**config.mk**
```make
export PLATFORM = sky130hd
export DESIGN_NAME = d_sync_counter_param
export DESIGN_NICKNAME = d
export VERILOG_FILES = /design/src/rtl/cnt_pkg.sv /design/src/rtl/d_sync_counter_param.sv
export SDC_FILE = /design/constraint.sdc
export NUM_CORES = 1
export LEC_CHECK = 0
export CAP_MARGIN = 20
export CORE_MARGIN = 2
export CORE_UTILIZATION = 30
export CTS_CLUSTER_SIZE = 40
export DETAILED_ROUTE_END_ITERATION = 16
export PLACE_DENSITY_LB_ADDON = 0.3
export SETUP_SLACK_MARGIN = 0.2
export SYNTH_ARGS = -nofsm -noshare
export SYNTH_HDL_FRONTEND = slang
export SYNTH_SLANG_ARGS = --single-unit
export TNS_END_PERCENT = 20
```
**constraint.sdc**
```tcl
create_clock -name clk -period 1.9 [get_ports clk]
set_input_delay 0.38 -clock clk [delete_from_list [all_inputs] [get_ports clk]]
set_output_delay 0.38 -clock clk [all_outputs]
set_load 0.005 [all_outputs]
```
**src/rtl/cnt_pkg.sv**
```systemverilog
// ---------------------------------------------------------------------------
// cnt_pkg
//   Shared types and pure helpers for the parametrised up/down counter family.
//   All count arithmetic is carried out on a fixed internal width (CNT_AW)
//   wide enough for any legal counter up to 32 bits. The extra top bit gives
//   headroom, so that MODULUS == 2**WIDTH never truncates an intermediate
//   value.
//
//   Contents:
//     cnt_dir_e   - count direction (DIR_UP / DIR_DOWN)
//     cnt_val_t   - internal arithmetic word
//     cnt_next_t  - next count value plus terminal-event bit
//     clamp_load  - limit a parallel-load value to the terminal value
//     next_count  - one enabled count step, wrap or saturate
// ---------------------------------------------------------------------------
package cnt_pkg;

  // Internal arithmetic width: the widest supported counter (32) plus one.
  localparam int CNT_AW = 33;

  typedef enum logic {
    DIR_UP   = 1'b0,
    DIR_DOWN = 1'b1
  } cnt_dir_e;

  typedef logic [CNT_AW-1:0] cnt_val_t;

  typedef struct packed {
    cnt_val_t value;  // count after the step
    logic     term;   // step started on the terminal value for its direction
  } cnt_next_t;

  // Values above the terminal count are clamped to it rather than wrapped.
  function automatic cnt_val_t clamp_load(cnt_val_t val, cnt_val_t max);
    return (val > max) ? max : val;
  endfunction

  // One enabled count step. Counting up from max, or down from zero, is a
  // terminal event. In wrap mode the count jumps to the opposite end. In
  // saturate mode it stays where it is.
  function automatic cnt_next_t next_count(cnt_val_t q, cnt_dir_e dir,
                                           cnt_val_t max, logic saturate);
    cnt_next_t r;
    r.value = q;
    r.term  = 1'b0;
    if (dir == DIR_UP) begin
      if (q >= max) begin
        r.term  = 1'b1;
        r.value = saturate ? max : '0;
      end else begin
        r.value = q + cnt_val_t'(1);
      end
    end else begin
      if (q == '0) begin
        r.term  = 1'b1;
        r.value = saturate ? '0 : max;
      end else begin
        r.value = q - cnt_val_t'(1);
      end
    end
    return r;
  endfunction

endpackage : cnt_pkg

```
**src/rtl/d_sync_counter_param.sv**
```systemverilog
// ---------------------------------------------------------------------------
// d_sync_counter_param
//   Parametrised synchronous up/down counter with synchronous clear, parallel
//   load (clamped to the terminal value), count enable, direction select and
//   wrap-or-saturate behaviour. The terminal-count pulse is registered, and
//   the overflow and underflow flags are sticky.
//
//   Parameters:
//     WIDTH     - counter width in bits (1..32)
//     MODULUS   - count range 0..MODULUS-1 (2..2**WIDTH)
//     SATURATE  - 0: wrap at the terminal value, 1: hold at the terminal value
//   Ports:
//     clk       in   rising-edge clock
//     rst_n     in   asynchronous active-low reset
//     clr       in   synchronous clear of the count and all flags
//     load      in   synchronous parallel load of load_val
//     load_val  in   value to load (clamped to MODULUS-1)
//     en        in   count enable
//     up_dn     in   direction: 0 = up, 1 = down
//     flag_clr  in   synchronous clear of ovf/unf (a same-cycle set wins)
//     q         out  registered count
//     qbar      out  bitwise complement of q
//     tc        out  one-cycle terminal-count pulse, aligned with the new q
//     ovf       out  sticky: an up-count terminal event has occurred
//     unf       out  sticky: a down-count terminal event has occurred
// ---------------------------------------------------------------------------
module d_sync_counter_param
  import cnt_pkg::*;
#(
  parameter int              WIDTH    = 4,
  parameter longint unsigned MODULUS  = 16,
  parameter bit              SATURATE = 1'b0
) (
  input  logic             clk,
  input  logic             rst_n,
  input  logic             clr,
  input  logic             load,
  input  logic [WIDTH-1:0] load_val,
  input  logic             en,
  input  logic             up_dn,
  input  logic             flag_clr,
  output logic [WIDTH-1:0] q,
  output logic [WIDTH-1:0] qbar,
  output logic             tc,
  output logic             ovf,
  output logic             unf
);

  // -------------------------------------------------------------------------
  // Parameter legality
  // -------------------------------------------------------------------------
  if (WIDTH < 1 || WIDTH > CNT_AW - 1 ||
      MODULUS < 2 || MODULUS > (64'd1 << WIDTH)) begin : g_param_err
    $error("d_sync_counter_param: illegal WIDTH/MODULUS combination");
  end

  // Terminal value in the internal arithmetic width.
  localparam cnt_val_t MAX_EXT = cnt_val_t'(MODULUS - 1);

  // -------------------------------------------------------------------------
  // State
  // -------------------------------------------------------------------------
  logic [WIDTH-1:0] r_q;
  logic             r_tc;
  logic             r_ovf;
  logic             r_unf;

  logic [WIDTH-1:0] w_q_nxt;
  logic             w_tc_nxt;
  logic             w_ovf_nxt;
  logic             w_unf_nxt;

  cnt_dir_e         w_dir;
  cnt_val_t         w_q_ext;
  cnt_val_t         w_load_ext;
  cnt_val_t         w_load_clamped;
  cnt_next_t        w_step;

  // Both helpers return results in 0..MAX, so the bits above WIDTH are
  // always zero. They are folded into a deliberately unused net.
  logic             w_unused_hi;

  assign w_dir          = cnt_dir_e'(up_dn);
  assign w_q_ext        = cnt_val_t'(r_q);
  assign w_load_ext     = cnt_val_t'(load_val);
  assign w_load_clamped = clamp_load(w_load_ext, MAX_EXT);
  assign w_step         = next_count(w_q_ext, w_dir, MAX_EXT, SATURATE);
  assign w_unused_hi    = ^{w_load_clamped[CNT_AW-1:WIDTH],
                            w_step.value[CNT_AW-1:WIDTH]};

  // -------------------------------------------------------------------------
  // Next-state logic. Priority: clr > load > en > hold.
  // -------------------------------------------------------------------------
  // NOTE: every output of this block gets a default first, so no path can
  // leave a signal unassigned and infer a latch.
  always_comb begin
    w_q_nxt   = r_q;
    w_tc_nxt  = 1'b0;
    // A flag clear is applied first, so a terminal event in the same cycle
    // sets the flag again further down and wins.
    w_ovf_nxt = r_ovf & ~flag_clr;
    w_unf_nxt = r_unf & ~flag_clr;

    if (clr) begin
      w_q_nxt   = '0;
      w_ovf_nxt = 1'b0;
      w_unf_nxt = 1'b0;
    end else if (load) begin
      w_q_nxt = w_load_clamped[WIDTH-1:0];
    end else if (en) begin
      w_q_nxt  = w_step.value[WIDTH-1:0];
      w_tc_nxt = w_step.term;
      if (w_step.term) begin
        if (w_dir == DIR_UP) begin
          w_ovf_nxt = 1'b1;
        end else begin
          w_unf_nxt = 1'b1;
        end
      end
    end
  end

  // -------------------------------------------------------------------------
  // State register
  // -------------------------------------------------------------------------
  // NOTE: sequential state uses non-blocking assignments, so every register
  // samples pre-edge values regardless of statement order.
  always_ff @(posedge clk or negedge rst_n) begin
    if (!rst_n) begin
      r_q   <= '0;
      r_tc  <= 1'b0;
      r_ovf <= 1'b0;
      r_unf <= 1'b0;
    end else begin
      r_q   <= w_q_nxt;
      r_tc  <= w_tc_nxt;
      r_ovf <= w_ovf_nxt;
      r_unf <= w_unf_nxt;
    end
  end

  // -------------------------------------------------------------------------
  // Outputs
  // -------------------------------------------------------------------------
  assign q    = r_q;
  assign qbar = ~r_q;
  assign tc   = r_tc;
  assign ovf  = r_ovf;
  assign unf  = r_unf;

endmodule : d_sync_counter_param

```
==> summary.txt, run 1 <==
status: finished clean
#FFs+latches synth: 7
Max Slew Vio Count: 0
Syn. warnings: 0
total grt overflow: 0
Clk pwr share: 0.307
gr usage total: 0.137
Critical R2R Launch: q[0]$_DFFE_PN0P_
IO Port Bufs: 21
Period minus WS final: 1.65 ns
Max Buffers Root-to-Sink: 2
initial antenna violation count: 0
Post-Syn Instances: 53
Pwr Density: 562 nW/um^2
critical path launch point: q[1]$_DFFE_PN0P_
Hold Violations, Final: 0
DRC viols: 0
Worst EP arrival: 1.27 ns
CTS tree: done
DP Cell Count: 90
Worst Hold Class: input port to asynchronous set/reset pin
ratio of cells with drive above 1 in the final layout: 0.220
Die H: 44.7 um
critical path's top delay family: buffers and inverters
first drt pass iteration count: 4
Sw Share: 0.265
fin nets: 96
Area growth, synth to finish: 54.9%
Leakage Power: 0.000323 uW
Worst R2R Setup Slack: 0.31 ns
largest net degree at the start of global routing: 10
vias in the first global route: 448
FF/Latch Area: 180 sq um
post-DP HPWL: 875 um
die footprint: 2000 sq um
Int Pwr: 318 uW
antenna-violating nets left: 0
RSZ-0062 raised after global routing: true
Critical Path Source Type: flip-flop
first-pass GRT wire length: 2000 um
routability congestion estimate: 0.780
Worst Tran Pin Value: 0.309 ns
CTS HTree Levels: 1
Filler Cell Count: 157
Tot Pwr: 433 uW
Max Fanout on Critical Path: 8
Die W: 44.7 um
Net Switching: 114 uW
final setup fails: 0
Slew Limit Headroom: 0.793
drt total wl: 1130 um
clock sink total: 7
Initial Util: 0.326
Yosys cell types: 27
Core Box Area: 1520 sq um
crit path max-delay cell type: clkdlybuf4s50_1
Netlist Area Pre-Place: 497 sq um
Clock Latency Late Sink: 0.25 ns
worst endpoint required time: 1.52 ns
kind of end point of the critical path: primary output
1st-iter DRT viols: 10
Reg power frac: 0.390
routed vias/inst: 4.97
share of the yosys chip area belonging to registers: 0.353
I/O pin cnt: 22
Antenna diodes: 0
r2r worst-path depth: 5
CP bufs+invs: 2
Max Cap Violations: 0
Post-Synthesis Net Count: 66
RR Endpoint: q[3]$_DFFE_PN0P_
critical-path cell list: inv_1 -> clkdlybuf4s50_1
post-route non-filler standard cell count: 98
Multi-input gate area: 262 sq um
commonest non-fill, non-tap cell in the layout: clkdlybuf4s50_1
vias: 487
period utilization: 0.870
peak supply drop: 0.381 mV
TritonCTS buffer count: 3
clk root buf: clkbuf_4
number of cell rows: 14
slowest cell delay on critical path: 0.49 ns
FMAX: 605 MHz
Avg WL per Cell: 11.6 um
worst hold margin: 0.387 ns
commonest cells after routing, fill and taps aside: clkdlybuf4s50_1 (21), nor2_1 (7), inv_1 (6), buf_4 (6), a21oi_1 (5)
CTS clk-pin slew, worst paths: 0.05 ns
kind of critical path: flip-flop to primary output
Mean Syn Cell Area: 9.37 sq um
logic gate share of total power: 0.303
Layout Skew: 0.00481 ns
setup TNS: 0 ns
## metrics by stage
| stage | setup WS (ns) | util | instance area, sq um |
|---|---|---|---|
| CTS | 0.184 | 0.484 | 737 |
| finish | 0.247 | 0.505 | 769 |
| global placement | 0.151 | 0.465 | 708 |
| detailed placement | 0.131 | 0.465 | 708 |
| global route | 0.181 | 0.505 | 769 |
| floorplan | 0.455 | - | 497 |
## cell families after synthesis
| group | after synthesis | synth area share |
|---|---|---|
| xor gates and xnor gates | 2 | 0.0353 |
| buffers and inverters | 9 | 0.121 |
| muxes | 1 | 0.0227 |
| DFF | 7 | 0.353 |
| and+or+nand+nor | 17 | 0.197 |
| adders and majority gates | 2 | 0.0504 |
| AOI/OAI and AO/OA | 15 | 0.222 |
## timing repair
action                     CTS  global route
hold buffers                 0             0
setup endpoints to repair    3             5
buffers inserted             0             4
gates resized for setup      2             3
## routing by layer
layer / vias to the layer above / global-route usage / share of wire
met2: 17 / 0.203 / 0.46
met3: 0 / 0.0240 / 0.067
met4: 0 / 0.0545 / 0
met1: 217 / 0.198 / 0.48
li1: 253 / - / -
met5: - / 0 / 0
## flip-flops by register name, indices dropped and copies added (netlist names)
signal,flops
tc,1
q,4
unf,1
ovf,1
## worst max path at each step
stage	slack (ns)	depth (start not counted)	endpoint
after floorplan	0.46	5	q[3]$_DFFE_PN0P_
after global placement	0.15	4	q[3]$_DFFE_PN0P_
after detailed placement	0.13	4	q[3]$_DFFE_PN0P_
after CTS	0.18	2	qbar[2]
after global routing	0.18	2	qbar[1]
final	0.25	2	qbar[1]
## power groups by stage
stage | logic [uW] | registers, uW | clock network [uW]
global placement | 118 | 173 | 0
detailed placement | 119 | 173 | 0
global route | 147 | 170 | 149
CTS | 120 | 171 | 140
finish | 131 | 169 | 133
floorplan | 58.6 | 171 | 0
## cell usage after synthesis
| library cell | instances | share of area |
|---|---|---|
| o211ai_1 | 1 | 0.015 |
| a22oi_1 | 1 | 0.015 |
| a32oi_1 | 1 | 0.018 |
| nand2_1 | 2 | 0.015 |
| nand4_1 | 1 | 0.013 |
| a21oi_1 | 5 | 0.050 |
| ha_1 | 2 | 0.050 |
| inv_1 | 7 | 0.053 |
| and4b_2 | 1 | 0.023 |
| xnor2_1 | 2 | 0.035 |
| clkbuf_8 | 1 | 0.028 |
| or2b_2 | 1 | 0.018 |
| a31o_2 | 1 | 0.018 |
| a41oi_1 | 1 | 0.018 |
| o21a_1 | 1 | 0.015 |
| dfrtp_1 | 7 | 0.35 |
| a2111o_1 | 1 | 0.023 |
| nand4bb_1 | 1 | 0.023 |
| nor2_1 | 7 | 0.053 |
| nor3_1 | 2 | 0.020 |
| mux2_2 | 1 | 0.023 |
| nor2b_1 | 1 | 0.013 |
| o311ai_1 | 1 | 0.018 |
| a211oi_1 | 1 | 0.015 |
| o2bb2ai_1 | 1 | 0.018 |
| buf_12 | 1 | 0.040 |
| or4b_1 | 1 | 0.020 |
## area by class of cell
class,count,share of cell area
Multi-Input combinational cell,37,0.340
Timing Repair Buffer,27,0.332
Sequential cell,7,0.234
Clock buffer,4,0.0341
Inverter,7,0.0341
Tap cell,16,0.0260
## worst register-to-register path: stages (launching register included)
cell      delay, ns
dfrtp_2        0.44
buf_4          0.16
ha_1           0.20
and4b_2        0.24
a2111o_1       0.34
a21oi_1        0.14
Power figures use the tool's default switching activity.
==> inputs of run 2 (changes only) <==
--- a/config.mk
+++ b/config.mk
@@ -5,11 +5,10 @@
 export SDC_FILE = /design/constraint.sdc
 export NUM_CORES = 1
 export LEC_CHECK = 0
-export CAP_MARGIN = 20
-export CORE_MARGIN = 2
-export CORE_UTILIZATION = 30
+export CORE_AREA = 2 2 39 41
 export CTS_CLUSTER_SIZE = 40
 export DETAILED_ROUTE_END_ITERATION = 16
+export DIE_AREA = 0 0 41 43
 export PLACE_DENSITY_LB_ADDON = 0.3
 export SETUP_SLACK_MARGIN = 0.2
 export SYNTH_ARGS = -nofsm -noshare
==> run 2 against run 1 <==
Total power rose by 2.2%. Count of clock-buffer cells in the layout did not move. Routed wire length rose by 13%. Combinational power barely moved. Sequential power barely moved. Final cell count rose by 1.0%. First-iteration DRC count rose by 30%. Global-route usage rose by 3.0 points. Clock power rose by 4%. Non-clock buffer count rose by 1. Critical path type unchanged.
==> summary.txt, run 2 (same netlist as run 1, synthesis figures left out) <==
status: finished clean
Layout Skew: 0.00199 ns (-0.00282 ns)
worst endpoint required time: 1.52 ns (about the same)
vias in the first global route: 476 (+6.3%)
final setup fails: 0 (unchanged)
final non-filler cell area: 777 sq um (+0.98%)
die footprint: 1760 sq um (-12%)
logic gate share of total power: 0.304 (about the same)
fin nets: 97 (+1.0%)
Reg power frac: 0.383 (-0.007)
Sw Share: 0.278 (+0.0129)
drt total wl: 1280 um (+13%)
Net Switching: 123 uW (+7.2%)
Max Cap Violations: 0 (unchanged)
routed vias/inst: 5.13 (+3.3%)
critical path launch point: q[3]$_DFFE_PN0P_
Tot Pwr: 442 uW (+2.2%)
Critical R2R Launch: q[0]$_DFFE_PN0P_
Worst Tran Pin Value: 0.336 ns (+0.0271 ns)
largest net degree at the start of global routing: 10 (unchanged)
routability congestion estimate: 0.806 (+3.3%)
first drt pass iteration count: 4 (unchanged)
TritonCTS buffer count: 3 (unchanged)
CTS tree: done
RSZ-0062 raised after global routing: true
Clock Latency Late Sink: 0.25 ns (about the same)
setup TNS: 0 ns (unchanged)
clk root buf: clkbuf_4
initial antenna violation count: 0 (unchanged)
Worst EP arrival: 1.32 ns (+0.05 ns)
first-pass GRT wire length: 1940 um (-3.1%)
I/O pin cnt: 22 (unchanged)
peak supply drop: 0.362 mV (-5.0%)
IO Port Bufs: 21 (unchanged)
Core Box Area: 1380 sq um (-9.2%)
DRC viols: 0 (unchanged)
Max Fanout on Critical Path: 7 (-1)
kind of critical path: flip-flop to primary output
CTS clk-pin slew, worst paths: 0.05 ns (about the same)
Worst Hold Class: input port to asynchronous set/reset pin
Pwr Density: 569 nW/um^2 (+1.2%)
commonest cells after routing, fill and taps aside: clkdlybuf4s50_1 (21), inv_1 (7), nor2_1 (7), buf_4 (7), a21oi_1 (5)
1st-iter DRT viols: 13 (+3)
CTS HTree Levels: 1 (unchanged)
vias: 508 (+4.3%)
crit path max-delay cell type: clkdlybuf4s50_1
total grt overflow: 0 (unchanged)
Area after DPL: 716 sq um (+1.1%)
post-route non-filler standard cell count: 99 (+1.0%)
FMAX: 589 MHz (-2.6%)
clock sink total: 7 (unchanged)
Die H: 43 um (-3.8%)
slowest cell delay on critical path: 0.51 ns (+0.02 ns)
Hold Violations, Final: 0 (unchanged)
Area growth, synth to finish: 56.4%
antenna-violating nets left: 0 (unchanged)
Initial Util: 0.359 (+0.0330)
gr usage total: 0.167 (+0.0295)
Leakage Power: 0.000328 uW (+1.6%)
post-DP HPWL: 907 um (+3.7%)
Int Pwr: 319 uW (+0.41%)
Antenna diodes: 0 (unchanged)
Avg WL per Cell: 12.9 um (+12%)
Critical Path Source Type: flip-flop
critical-path cell list: inv_1 -> clkdlybuf4s50_1
Hold-fix buffers, CTS: 0 (unchanged)
DP Cell Count: 91 (+1.1%)
commonest non-fill, non-tap cell in the layout: clkdlybuf4s50_1
max FFs per register: 4 (unchanged)
Clk pwr share: 0.313 (+0.006)
ratio of cells with drive above 1 in the final layout: 0.217 (-0.00264)
Die W: 41 um (-8.3%)
Slew Limit Headroom: 0.775 (-0.0181)
kind of end point of the critical path: primary output
period utilization: 0.894 (+0.0237)
Max Buffers Root-to-Sink: 2 (unchanged)
number of cell rows: 14 (unchanged)
Period minus WS final: 1.70 ns (+0.0450 ns)
Max Slew Vio Count: 0 (unchanged)
-- run 2: cell count changes in the layout (fill, tap and decap cells not counted) --
| cell | delta |
|---|---|
| inv_1 | +1 |
| buf_4 | +1 |
| inv_2 | -1 |
-- run 2: per-stage QoR --
step                hold slack [ns]   util  setup WS (ns)
floorplan                    0.0844      -          0.455
global placement              0.512  0.517          0.197
detailed placement            0.543  0.517          0.193
CTS                           0.393  0.538          0.189
global route                  0.415  0.561          0.155
finish                        0.391  0.561          0.202
-- run 2: critical path: cells and delay by family, from the launching register on --
kind	cells	cell delay [ns]
buffers and inverters	2	0.62
DFF	1	0.44
-- run 2: layout make-up --
type                            count  area [sq um]
Clock buffer                        4          26.3
Multi-Input combinational cell     37           262
Sequential cell                     7           180
Tap cell                           16          20.0
Timing Repair Buffer               28           263
Fill cell                         127           607
Inverter                            7          26.3
-- run 2: power groups by stage --
stage | Combinational [uW] | Clock (uW) | Sequential, uW
floorplan | 58.6 | 0 | 171
global placement | 119 | 0 | 173
detailed placement | 120 | 0 | 173
CTS | 122 | 142 | 171
global route | 148 | 149 | 171
finish | 134 | 138 | 169
-- run 2: repair_timing --
| action | CTS | global route |
|---|---|---|
| setup buffers | 0 | 4 |
| endpoints found under the setup margin | 3 | 6 |
| gates resized for setup | 2 | 2 |
-- run 2: path summary, 6_finish.rpt --
kind / slack [ns] / endpoint / depth (start not counted)
worst max-delay path: 0.20 / qbar[3] / 2
worst min-delay path: 0.39 / tc$_DFF_PN0_ / 1
worst max register to register: 0.36 / q[3]$_DFFE_PN0P_ / 5
worst min register to register: 0.56 / ovf$_DFF_PN0_ / 2
max in group asynchronous: 1.24 / q[0]$_DFFE_PN0P_ / 1
min in group clk: 0.56 / ovf$_DFF_PN0_ / 2
-- run 2: metal layers --
metal	global-route usage	wire length, um
met4	0.100	0
met5	0	0
met1	0.182	508
met2	0.278	722
met3	0.0314	50
